==> config.mk <==
export PLATFORM = sky130hd
export DESIGN_NAME = alu_host_sequencer
export DESIGN_NICKNAME = d
export VERILOG_FILES = /design/src/rtl/alu_pkg.sv /design/src/rtl/timeout_counter.sv /design/src/rtl/alu_host_sequencer.sv
export SDC_FILE = /design/constraint.sdc
export NUM_CORES = 1
export LEC_CHECK = 0
export ABC_AREA = 1
export CAP_MARGIN = 40
export CORE_MARGIN = 8
export CORE_UTILIZATION = 35
export CTS_CLUSTER_DIAMETER = 120
export DETAILED_ROUTE_END_ITERATION = 8
export DONT_BUFFER_PORTS = 1
export PLACE_DENSITY = 0.62
export SYNTH_ARGS = -nofsm -noshare
export SYNTH_HDL_FRONTEND = slang
export SYNTH_SLANG_ARGS = --single-unit
==> constraint.sdc <==
create_clock -name clk -period 1.7 [get_ports clk]
set_input_delay 0.17 -clock clk [delete_from_list [all_inputs] [get_ports clk]]
set_output_delay 0.17 -clock clk [all_outputs]
set_load 0.05 [all_outputs]
==> src/rtl/alu_pkg.sv <==
// Shared definitions for the 8-bit sequential ALU, its host sequencer and benches.
package alu_pkg;

  localparam int unsigned DATA_W = 8;
  localparam int unsigned OP_W   = 2;
  localparam int unsigned RSP_W  = 2 * DATA_W;

  localparam logic [OP_W-1:0] OP_ADD = 2'b00;
  localparam logic [OP_W-1:0] OP_SUB = 2'b01;
  localparam logic [OP_W-1:0] OP_MUL = 2'b10;
  localparam logic [OP_W-1:0] OP_DIV = 2'b11;

  typedef enum logic [2:0] {
    ST_IDLE   = 3'd0,
    ST_CLR    = 3'd1,
    ST_START  = 3'd2,
    ST_HOLD_A = 3'd3,
    ST_OPB    = 3'd4,
    ST_CAP_HI = 3'd5,
    ST_RESP   = 3'd6
  } seq_state_e;

  typedef struct packed {
    logic [OP_W-1:0]   op;
    logic [DATA_W-1:0] a;
    logic [DATA_W-1:0] b;
  } alu_cmd_t;

  // MUL and DIV return a second (high) result byte one cycle after finish.
  function automatic logic op_two_byte(input logic [OP_W-1:0] op);
    return (op == OP_MUL) || (op == OP_DIV);
  endfunction

endpackage

==> src/rtl/timeout_counter.sv <==
// Cycle counter with synchronous clear/enable and a terminal-count flag.
module timeout_counter #(
  parameter  int unsigned TERMINAL = 64,
  localparam int unsigned CW       = $clog2(TERMINAL)
) (
  input  logic          clk,
  input  logic          rst,
  input  logic          clr,
  input  logic          en,
  output logic [CW-1:0] count,
  output logic          tc_c
);

  always_ff @(posedge clk or negedge rst) begin
    if (!rst) begin
      count <= '0;
    end else if (clr) begin
      count <= '0;
    end else if (en) begin
      count <= count + CW'(1);
    end
  end

  assign tc_c = (count == CW'(TERMINAL - 1));

endmodule

==> src/rtl/alu_host_sequencer.sv <==
// Bus-side master for the sequential ALU: accepts a command, plays the ALU load
// protocol, captures the result byte(s) and returns them on a response channel.
module alu_host_sequencer
  import alu_pkg::*;
#(
  parameter int unsigned OPB_DELAY   = 1,
  parameter int unsigned TIMEOUT_CYC = 64
) (
  input  logic              clk,
  input  logic              rst,
  input  logic              cmd_valid,
  output logic              cmd_ready,
  input  logic [OP_W-1:0]   cmd_op,
  input  logic [DATA_W-1:0] cmd_a,
  input  logic [DATA_W-1:0] cmd_b,
  output logic              rsp_valid,
  input  logic              rsp_ready,
  output logic [RSP_W-1:0]  rsp_data,
  output logic              rsp_err,
  output logic              alu_rst,
  output logic              alu_start,
  output logic [OP_W-1:0]   alu_sel,
  output logic [DATA_W-1:0] alu_inbus,
  input  logic [DATA_W-1:0] alu_outbus,
  input  logic              alu_finish,
  output logic              busy
);

  localparam int unsigned CNT_W = $clog2(TIMEOUT_CYC);

  seq_state_e state, state_d;
  alu_cmd_t   cmd_q;

  logic [DATA_W-1:0] lo_q, hi_q, lo_d, hi_d;
  logic [CNT_W-1:0]  cnt;
  logic              tc_c;
  logic              accept_c, cnt_run_c, timeout_c;

  logic              cmd_ready_d, busy_d, rsp_valid_d, rsp_err_d;
  logic              alu_rst_d, alu_start_d;
  logic [OP_W-1:0]   alu_sel_d;
  logic [DATA_W-1:0] alu_inbus_d;
  logic [RSP_W-1:0]  rsp_data_d;

  assign accept_c  = (state == ST_IDLE) && cmd_valid;
  assign cnt_run_c = state inside {ST_START, ST_HOLD_A, ST_OPB};
  // A finish arriving on the terminal cycle still wins over the abort.
  assign timeout_c = cnt_run_c && tc_c && !((state == ST_OPB) && alu_finish);

  // Counts START..OPB; also paces the X hold phase.
  timeout_counter #(
    .TERMINAL (TIMEOUT_CYC)
  ) u_timeout_counter (
    .clk   (clk),
    .rst   (rst),
    .clr   (!cnt_run_c),
    .en    (cnt_run_c),
    .count (cnt),
    .tc_c  (tc_c)
  );

  always_ff @(posedge clk or negedge rst) begin
    if (!rst) begin
      state <= ST_IDLE;
    end else begin
      state <= state_d;
    end
  end

  always_comb begin
    state_d = state;
    case (state)
      ST_IDLE:   if (accept_c) state_d = ST_CLR;
      ST_CLR:    state_d = ST_START;
      ST_START:  state_d = timeout_c ? ST_RESP : ST_HOLD_A;
      ST_HOLD_A: begin
        if (timeout_c) begin
          state_d = ST_RESP;
        end else if (cnt == CNT_W'(OPB_DELAY)) begin
          state_d = ST_OPB;
        end
      end
      ST_OPB: begin
        if (alu_finish) begin
          state_d = op_two_byte(cmd_q.op) ? ST_CAP_HI : ST_RESP;
        end else if (timeout_c) begin
          state_d = ST_RESP;
        end
      end
      ST_CAP_HI: state_d = ST_RESP;
      ST_RESP:   if (rsp_ready) state_d = ST_IDLE;
      default:   state_d = ST_IDLE;
    endcase
  end

  // Next values for the result capture and the registered outputs, keyed on state_d.
  always_comb begin
    lo_d        = lo_q;
    hi_d        = hi_q;
    cmd_ready_d = 1'b0;
    busy_d      = 1'b1;
    alu_rst_d   = 1'b0;
    alu_start_d = 1'b0;
    alu_sel_d   = '0;
    alu_inbus_d = '0;
    rsp_valid_d = 1'b0;
    rsp_err_d   = 1'b0;
    rsp_data_d  = '0;

    if (accept_c || ((state == ST_RESP) && rsp_ready)) begin
      lo_d = '0;
      hi_d = '0;
    end
    if ((state == ST_OPB) && alu_finish) begin
      lo_d = alu_outbus;
      hi_d = '0;
    end
    if (state == ST_CAP_HI) begin
      hi_d = alu_outbus;
    end

    case (state_d)
      ST_IDLE: begin
        cmd_ready_d = 1'b1;
        busy_d      = 1'b0;
      end
      ST_CLR: alu_rst_d = 1'b1;
      ST_START: begin
        alu_start_d = 1'b1;
        alu_sel_d   = cmd_q.op;
        alu_inbus_d = cmd_q.a;
      end
      ST_HOLD_A: begin
        alu_sel_d   = cmd_q.op;
        alu_inbus_d = cmd_q.a;
      end
      ST_OPB, ST_CAP_HI: begin
        alu_sel_d   = cmd_q.op;
        alu_inbus_d = cmd_q.b;
      end
      ST_RESP: begin
        rsp_valid_d = 1'b1;
        if (state == ST_RESP) begin
          rsp_err_d  = rsp_err;
          rsp_data_d = rsp_data;
        end else begin
          rsp_err_d  = timeout_c;
          rsp_data_d = timeout_c ? '0 : {hi_d, lo_d};
        end
      end
      default: begin
        cmd_ready_d = 1'b0;
      end
    endcase
  end

  always_ff @(posedge clk or negedge rst) begin
    if (!rst) begin
      cmd_q     <= '0;
      lo_q      <= '0;
      hi_q      <= '0;
      cmd_ready <= 1'b1;
      busy      <= 1'b0;
      alu_rst   <= 1'b0;
      alu_start <= 1'b0;
      alu_sel   <= '0;
      alu_inbus <= '0;
      rsp_valid <= 1'b0;
      rsp_err   <= 1'b0;
      rsp_data  <= '0;
    end else begin
      if (accept_c) begin
        cmd_q <= {cmd_op, cmd_a, cmd_b};
      end
      lo_q      <= lo_d;
      hi_q      <= hi_d;
      cmd_ready <= cmd_ready_d;
      busy      <= busy_d;
      alu_rst   <= alu_rst_d;
      alu_start <= alu_start_d;
      alu_sel   <= alu_sel_d;
      alu_inbus <= alu_inbus_d;
      rsp_valid <= rsp_valid_d;
      rsp_err   <= rsp_err_d;
      rsp_data  <= rsp_data_d;
    end
  end

endmodule

==> metrics, run 1 <==
status finished, violations left; failing checks hold timing, setup timing; Total Power 6640 µW; syn_nets 329; DRT iter0 DRCs 92; Placement Rows 33; Period minus WS final 1750 ps; Cell Area, Synth 0.00284 mm²; Initial Util 0.353; via/cell ratio 4.91; Post-synth EDFFs 0; VDD IR max 0.866 mV; Routed WL per cell 16.0 µm; Startpoint Class register; fin worst setup slack -45.7 ps; Seq/Total Area, Yosys 0.590; vias in the first global route 2370; setup violators final 15; flip-flop and latch area 0.00168 mm²; area share of xor/xnor cells in the synthesized design 0.00308; final hold viol count 68; synth warn 0; simple-gate share of the synthesized area 0.214; Leakage 0.00180 µW; first-pass GRT wire length 12200 µm; # Max-Cap Violations 0; #FFs+latches synth 67; post-synthesis area per instance 9.60 µm²; RSZ-0062 raised after global routing true; most frequent cells in the layout dfrtp_1 (64), nand2_1 (63), inv_1 (35); total wire length 7260 µm; CTS root buf clkbuf_8; Die Area 0.0113 mm²; worst skew pair latency 350 ps; filler instances 755; Seq pwr share 0.418; power density over cell area 1780 mW/mm²; combinational power share 0.333; share of cells above drive strength 1 0.254; final core utilization 0.463; synth-to-layout area growth 31.1%; adder-cell share of the synthesized area 0.00880; Routability Congestion 0.799; total grt overflow 0; Die H 106 µm; Critical Path End Type register; Fmax achieved 0.573 GHz; Buffers on Ports 0; Compound-Gate Fraction of Synth Area 0.112; antenna diode count 0; io pins 63; Net Switching 2710 µW; Hold Slack -493 ps; WP data arrival 2020 ps; CTS max path bufs 2; Detail Placement HPWL 4630 µm; htree depth 3; total CTS buffers 9; CP Class register to register; combinational family with the most area after synthesis simple AND/OR/NAND/NOR gates; Initial DRT Pass Iterations 6; GRT Util Overall 0.138; Worst EP required 1980 ps; Clock Sinks 67; clk slew on worst S/H paths 80 ps; Hold WC Path Type input port to async pin; multiplexer share of the synthesized area 0; ys flop type dfrtp_1; Pint 3930 µW; Chip Width 106 µm; core area 0.00805 mm²; largest net degree at the start of global routing 68; Multi-input gate area 0.00108 mm²; Routed Antenna Nets 0; Layout Skew 12.6 ps; Worst Path Max Fanout 5; antenna violations before repair 0; fin nets 378; Max transition margin 0.646; clock power share 0.249; Yosys cell types 33; Vias 2233; Sw Ratio 0.408; fin crit share 1.03; Final Max Tran Viols 0; sum of negative setup slack -435 ps; commonest non-fill, non-tap cell in the layout dfrtp_1; DRC 0; Worst-Margin Slew 530 ps; CTS tree done; asr flop ratio synth 1.00; Post-Syn Instances 296
worst max-delay path: stages (launching register included):
cell     delay (ps)
dfrtp_1         390
buf_4           140
inv_1            40
ha_1            150
nand3_2         120
nand2_1         100
nand2_2          70
a21oi_4         270
nand3_2         210
a21oi_1         160
logic make-up after synthesis:
logic type,Yosys count
AO/OA/AOI/OAI,52
XOR/XNOR,1
adder cells (fa/ha/maj),2
buffers and inverters,51
flip-flops,67
AND/OR/NAND/NOR,123
sequential cells by signal (all words and copies together) (netlist names):
register,count
alu_rst,1
alu_start,1
alu_sel,2
u_timeout_counter.count,6
alu_inbus,8
busy,1
rsp_data,16
rsp_err,1
rsp_valid,1
state,3
cmd_ready,1
cmd_q,18
lo_q,8
per-layer routing:
| metal | routed length [µm] | GRT usage | part of all wire | up-vias |
|---|---|---|---|---|
| li1 | - | - | - | 1058 |
| met3 | 575 | 0.0659 | 0.079 | 15 |
| met2 | 3560 | 0.220 | 0.49 | 75 |
| met1 | 2970 | 0.161 | 0.41 | 1085 |
| met5 | 0 | 0 | 0 | - |
| met4 | 162 | 0.0462 | 0.022 | 0 |
power by group through the flow:
stage	Combinational [µW]	Clock (µW)	Sequential [µW]
after floorplan	1330	0	2730
after global placement	1700	0	2790
after detailed placement	1750	0	2810
after CTS	1980	1680	2780
final	2210	1650	2780
after global routing	2470	1730	2830
stage by stage:
step | setup slack, ps | cells | cell area (µm²)
after floorplan | 102 | 296 | 2840
after global routing | -171 | 455 | 3730
final | -45.7 | 455 | 3730
after global placement | 27.7 | 406 | 3040
after CTS | -11.3 | 451 | 3620
after detailed placement | -63.0 | 406 | 3040
cell type report:
cell class	count	share of cell area
clock buffer	10	0.0369
clock inverter	6	0.0299
inverter	41	0.0426
multi-input combinational	180	0.291
sequential	67	0.451
tap	105	0.0353
timing repair buffer	46	0.113
repair_timing:
item / in CTS / in global routing
endpoints found under the hold margin: 90 / 68
pin swaps: 2 / 2
cloned: 2 / 0
resized for setup: 11 / 18
setup buffers: 4 / 3
setup endpoints to repair: 19 / 21
hold buffers: 23 / 1
cells in the mapped netlist (2+ instances only):
master     n  area, µm²
nand2_4    2       22.5
nor2_1    18       67.6
o21ai_0   19       95.1
nand3_4    4       70.1
buf_2      3       15.0
or2_2      3       18.8
dfrtp_1   66       1650
nand3_1   16       80.1
inv_1     35        131
nand2_1   68        255
a22oi_1    8       60.1
a21oi_1    5       25.0
ha_1       2       25.0
o21ai_1    8       40.0
clkbuf_1   6       22.5
o22ai_1    8       50.1
nand2_2    5       31.3
inv_2      5       18.8
path summary, 6_finish.rpt:
check / start / end / slack, ps / cells past startpoint
max: u_timeout_counter.count[1] / alu_sel[1] / -50 / 9
min: rst / rsp_data[6] / -490 / 0
max reg2reg: u_timeout_counter.count[1] / alu_sel[1] / -50 / 9
min reg2reg: cmd_q[14] / alu_inbus[6] / 490 / 2
max in group asynchronous: rst / cmd_ready / 2000 / 0
min in group clk: alu_outbus[3] / rsp_data[11] / 0 / 2
No activity file was read; power rests on OpenSTA's default activity.
==> inputs of run 2 (changes only) <==
- GPL_TIMING_DRIVEN: default -> 0
==> run 2 against run 1 <==
The run still ends with hold timing, setup timing left. Clock skew down 1.8 ps. First-iteration DRC count up 11%. Sequential share of layout area up 0.12 points. Register-to-register slack worse by 20 ps. Utilization down 0.093 points. Flip-flop and latch count unchanged. Cell area down 0.20%. Largest power group unchanged.
==> metrics, run 2 (synthesized netlist as in run 1, its figures left out) <==
largest net degree at the start of global routing 68; Initial Util 0.353; Pint 3570 µW; Final Max Tran Viols 0; Worst Path Max Fanout 5; Hold WC Path Type input port to async pin; WP data arrival 2040 ps; Routed WL per cell 16.0 µm; Worst EP required 1970 ps; fin crit share 1.04; largest register by flop count cmd_q; # Max-Cap Violations 0; CTS max path bufs 2; clock power share 0.185; filler instances 759; combinational power share 0.378; total CTS buffers 9; Die H 106 µm; max reg flops 18; DRC 0; Initial DRT Pass Iterations 4; flip-flop and latch area 0.00168 mm²; Seq pwr share 0.437; Leakage 0.00177 µW; synth-to-layout area growth 30.8%; Detail Placement HPWL 4620 µm; CTS tree done; commonest non-fill, non-tap cell in the layout dfrtp_1; vias in the first global route 2365; Placement Rows 33; share of cells above drive strength 1 0.271; Net Switching 2820 µW; GRT Util Overall 0.136; CTS root buf clkbuf_8; most frequent cells in the layout dfrtp_1 (63), nand2_1 (60), inv_1 (33); pre-CTS setup slack -207 ps; VDD IR max 0.878 mV; Total Power 6400 µW; Period minus WS final 1770 ps; Worst-Margin Slew 525 ps; Hold Slack -492 ps; Critical Path End Type register; Max transition margin 0.650; Layout Skew 10.8 ps; setup violators final 18; largest registers cmd_q (18), rsp_data (16); failing checks hold timing, setup timing; FF-to-FF path depth 11; CP Class register to register; status finished, violations left; Buffers on Ports 0; total wire length 7350 µm; Startpoint Class register; Vias 2194; via/cell ratio 4.78; final instance area 0.00372 mm²; DRT iter0 DRCs 102; final hold viol count 67; placed instance area 0.00297 mm²; fin nets 382; worst skew pair latency 350 ps; Fmax achieved 0.566 GHz; first-pass GRT wire length 12000 µm; core area 0.00805 mm²; clk slew on worst S/H paths 80 ps; Routed Antenna Nets 0; Chip Width 106 µm; Multi-input gate area 0.00113 mm²; Routability Congestion 0.786; Die Area 0.0113 mm²; io pins 63; htree depth 3; total grt overflow 0; antenna violations before repair 0; Clock Sinks 67; fin worst setup slack -66.4 ps; antenna diode count 0; power density over cell area 1720 mW/mm²; Sw Ratio 0.441; cts hold-fix bufs 24; RSZ-0062 raised after global routing true
run 2: worst paths after layout:
kind                                                 start  slack (ps)           end
worst max-delay path            u_timeout_counter.count[0]         -70   rsp_data[7]
worst min-delay path                                   rst        -490  alu_inbus[3]
worst max register to register  u_timeout_counter.count[0]         -70   rsp_data[7]
worst min register to register                    cmd_q[8]         480      cmd_q[8]
max in group asynchronous                              rst        1980     cmd_ready
min in group clk                             alu_outbus[2]          20  rsp_data[10]
run 2: power groups by stage:
stage	clock (µW)	combinational, µW	sequential (µW)
2_1_floorplan	0	1330	2730
3_3_place_gp	0	1600	2800
3_5_place_dp	0	1650	2820
4_1_cts	1200	2220	2800
5_1_grt	1300	2670	2850
6_report	1180	2420	2800
run 2: worst max-delay path: stages, from the launching register on:
cell and delay [ps]:
dfrtp_1 390, ha_2 200, nand3_2 100, nor2_4 120
nand2_4 70, inv_4 70, nand2_4 70, nand4_1 140
nand2_2 90, nor2_4 170, nand3_4 160, nor2_2 110
run 2: layer usage:
metal,global-route usage,part of all wire,vias to the layer above
met5,0,0,-
met4,0.0492,0.011,0
met3,0.0605,0.095,7
met2,0.225,0.50,72
met1,0.152,0.40,1054
li1,-,-,1061
run 2: stage by stage:
step,TNS [ps],util,cells
4_1_cts,-1500,0.447,454
3_3_place_gp,-2170,0.369,401
6_report,-771,0.462,459
2_1_floorplan,0,-,296
3_5_place_dp,-3640,0.369,401
5_1_grt,-3820,0.462,459
run 2: cell type report:
class	instances	area share
clock inverters	7	0.0141
inverters	41	0.0441
well taps	105	0.0353
repair buffers	40	0.102
plain buffers	10	0.0138
flip-flops and latches	67	0.452
clock buffers	9	0.0333
multi-input cells	180	0.305
run 2: repair_timing:
action                     CTS  global route
setup endpoints to repair   39            33
resized for setup           28            21
pin swaps                   13            13
setup buffers               11             5
hold endpoints to repair    91            67
gates cloned                 2             0
==> inputs of run 3 (changes only) <==
- PLACE_DENSITY: 0.62 -> 0.6
- clock period: 1.7 -> 1.75 ns (I/O delays scaled with it)
==> run 3 against run 2 <==
Register-to-register slack improved by 50 ps. Global-route usage fell by 0.40 points. Utilization rose by 0.22 points. First-iteration DRC count rose by 22%. Critical endpoint is now rsp_data[1]. Sequential share of layout area fell by 0.21 points. Cell area rose by 0.47%. Die area did not move. Routed wire length fell by 2.6%. The flow finishes with violations (setup timing). Flip-flop and latch count did not move. Count of clock-buffer cells in the layout rose by 1.
==> metrics, run 3 (synthesized netlist as in run 1, its figures left out) <==
crit-path max cell delay 400 ps; Hold WC Path Type input port to register; synth-to-layout area growth 31.4%; Hold Slack 19.1 ps; CTS max path bufs 2; worst skew pair latency 330 ps; total wire length 7160 µm; Routability Congestion 0.781; Die Area 0.0113 mm²; Period minus WS final 1770 ps; vias in the first global route 2316; hold path startpoint alu_outbus[0]; Chip Width 106 µm; Layout Skew 5.80 ps; Buffers on Ports 0; io pins 63; power density over cell area 1720 mW/mm²; RSZ-0062 raised after global routing true; largest net degree at the start of global routing 68; Worst-Margin Slew 500 ps; FF-to-FF End rsp_data[1]; CTS tree done; DRC 0; Routed Antenna Nets 0; status finished, violations left; antenna violations before repair 0; largest register by flop count cmd_q; Die H 106 µm; Reg2Reg Setup Slack -20 ps; Leakage 0.00180 µW; fin worst setup slack -15.2 ps; Critical Path End Type register; fin crit share 1.01; final instance area 0.00374 mm²; Worst EP required 2010 ps; FF-to-FF path depth 11; Placement Rows 33; CP Class register to register; first-pass GRT wire length 11900 µm; clk slew on worst S/H paths 70 ps; WHS Endpoint rsp_data[8]; Fmax achieved 0.567 GHz; CP max stage cell dfrtp_1; Initial Util 0.353; WP data arrival 2030 ps; fin nets 381; placed instance area 0.00297 mm²; VDD IR max 0.887 mV; share of cells above drive strength 1 0.264; Worst Path Max Fanout 5; total CTS buffers 9; Initial DRT Pass Iterations 4; max reg flops 18; Reg2Reg Launch Point u_timeout_counter.count[0]; hold depth 2; worst-path cell chain ha_4 > nand3_4 > nor2_4 > nand2_4 > inv_4 > nand2_4 > nand4_1 > nand2_1 > nor2_4 > nand3_4 > nor2_2; via/cell ratio 4.82; antenna diode count 0; most frequent cells in the layout nand2_1 (64), dfrtp_1 (63), inv_1 (34); total grt overflow 0; pre-CTS setup slack -165 ps; setup violators final 4; Clock Sinks 67; commonest non-fill, non-tap cell in the layout nand2_1; largest registers cmd_q (18), rsp_data (16); final hold viol count 0; Detail Placement HPWL 4480 µm; htree depth 3; Max transition margin 0.667; sum of negative setup slack -40.2 ps; GRT Util Overall 0.132; DRT iter0 DRCs 124; failing checks setup timing; Routed WL per cell 15.7 µm; core area 0.00805 mm²; CTS root buf clkbuf_8; Startpoint Class register; Final Max Tran Viols 0; # Max-Cap Violations 0; Vias 2203
==> run 3: cell types whose count changed in the layout (fill, tap and decap cells not counted), sizes merged <==
cell,previous run,this run
bufinv,0,2
clkbuf,17,18
clkinv,6,3
inv,41,40
buf,18,21
dlygate4sd3,24,20
==> run 3: per-layer routing <==
layer,GRT usage,vias up,share of wire,wire [µm]
met3,0.0544,8,0.085,611
met2,0.215,87,0.48,3430
met1,0.158,1048,0.43,3050
met5,0,-,0,0
met4,0.0332,0,0.0088,63
li1,-,1060,-,-
==> run 3: how the worst max path moves through the flow <==
| stage | end | slack (ps) | from | depth (start not counted) |
|---|---|---|---|---|
| final | rsp_data[1] | -20 | u_timeout_counter.count[0] | 11 |
| after global routing | rsp_data[5] | -110 | u_timeout_counter.count[1] | 13 |
| after CTS | alu_inbus[1] | -20 | state[1] | 10 |
| after detailed placement | alu_inbus[5] | -160 | u_timeout_counter.count[0] | 12 |
| after global placement | alu_inbus[5] | -140 | u_timeout_counter.count[0] | 12 |
| after floorplan | alu_inbus[0] | 150 | u_timeout_counter.count[0] | 12 |
==> run 3: layout make-up <==
class	instances	area (µm²)
Timing Repair Buffer	39	370
Fill cell	769	4320
Sequential cell	67	1680
Clock inverter	5	77.6
Buffer	10	52.6
Clock buffer	10	138
Multi-Input combinational cell	180	1120
Tap cell	105	131
Inverter	41	164
==> run 3: power breakdown <==
part | total (µW) | switching (µW) | internal [µW]
logic | 2300 | 1390 | 909
registers | 2710 | 704 | 2010
clock network | 1410 | 578 | 828
==> run 3: per-stage QoR <==
step | total power [µW] | util | cells
after CTS | 6200 | 0.446 | 447
after global routing | 6820 | 0.464 | 457
after floorplan | 3950 | - | 296
after global placement | 4300 | 0.369 | 401
final | 6420 | 0.464 | 457
after detailed placement | 4340 | 0.369 | 401
==> run 3: repair_timing <==
| item | CTS | global route |
|---|---|---|
| endpoints found under the hold margin | 86 | 0 |
| hold buffers | 21 | 0 |
| buffers inserted | 8 | 10 |
| pin swaps | 11 | 12 |
| gates cloned | 2 | 0 |
| setup endpoints to repair | 31 | 38 |
| resized for setup | 23 | 23 |
==> run 3: critical path: cells and delay by family (launching register included) <==
kind | cells | cell delay (ps)
fa+ha+maj | 1 | 170
buf+inv | 1 | 70
flops | 1 | 400
simple gates | 9 | 1060
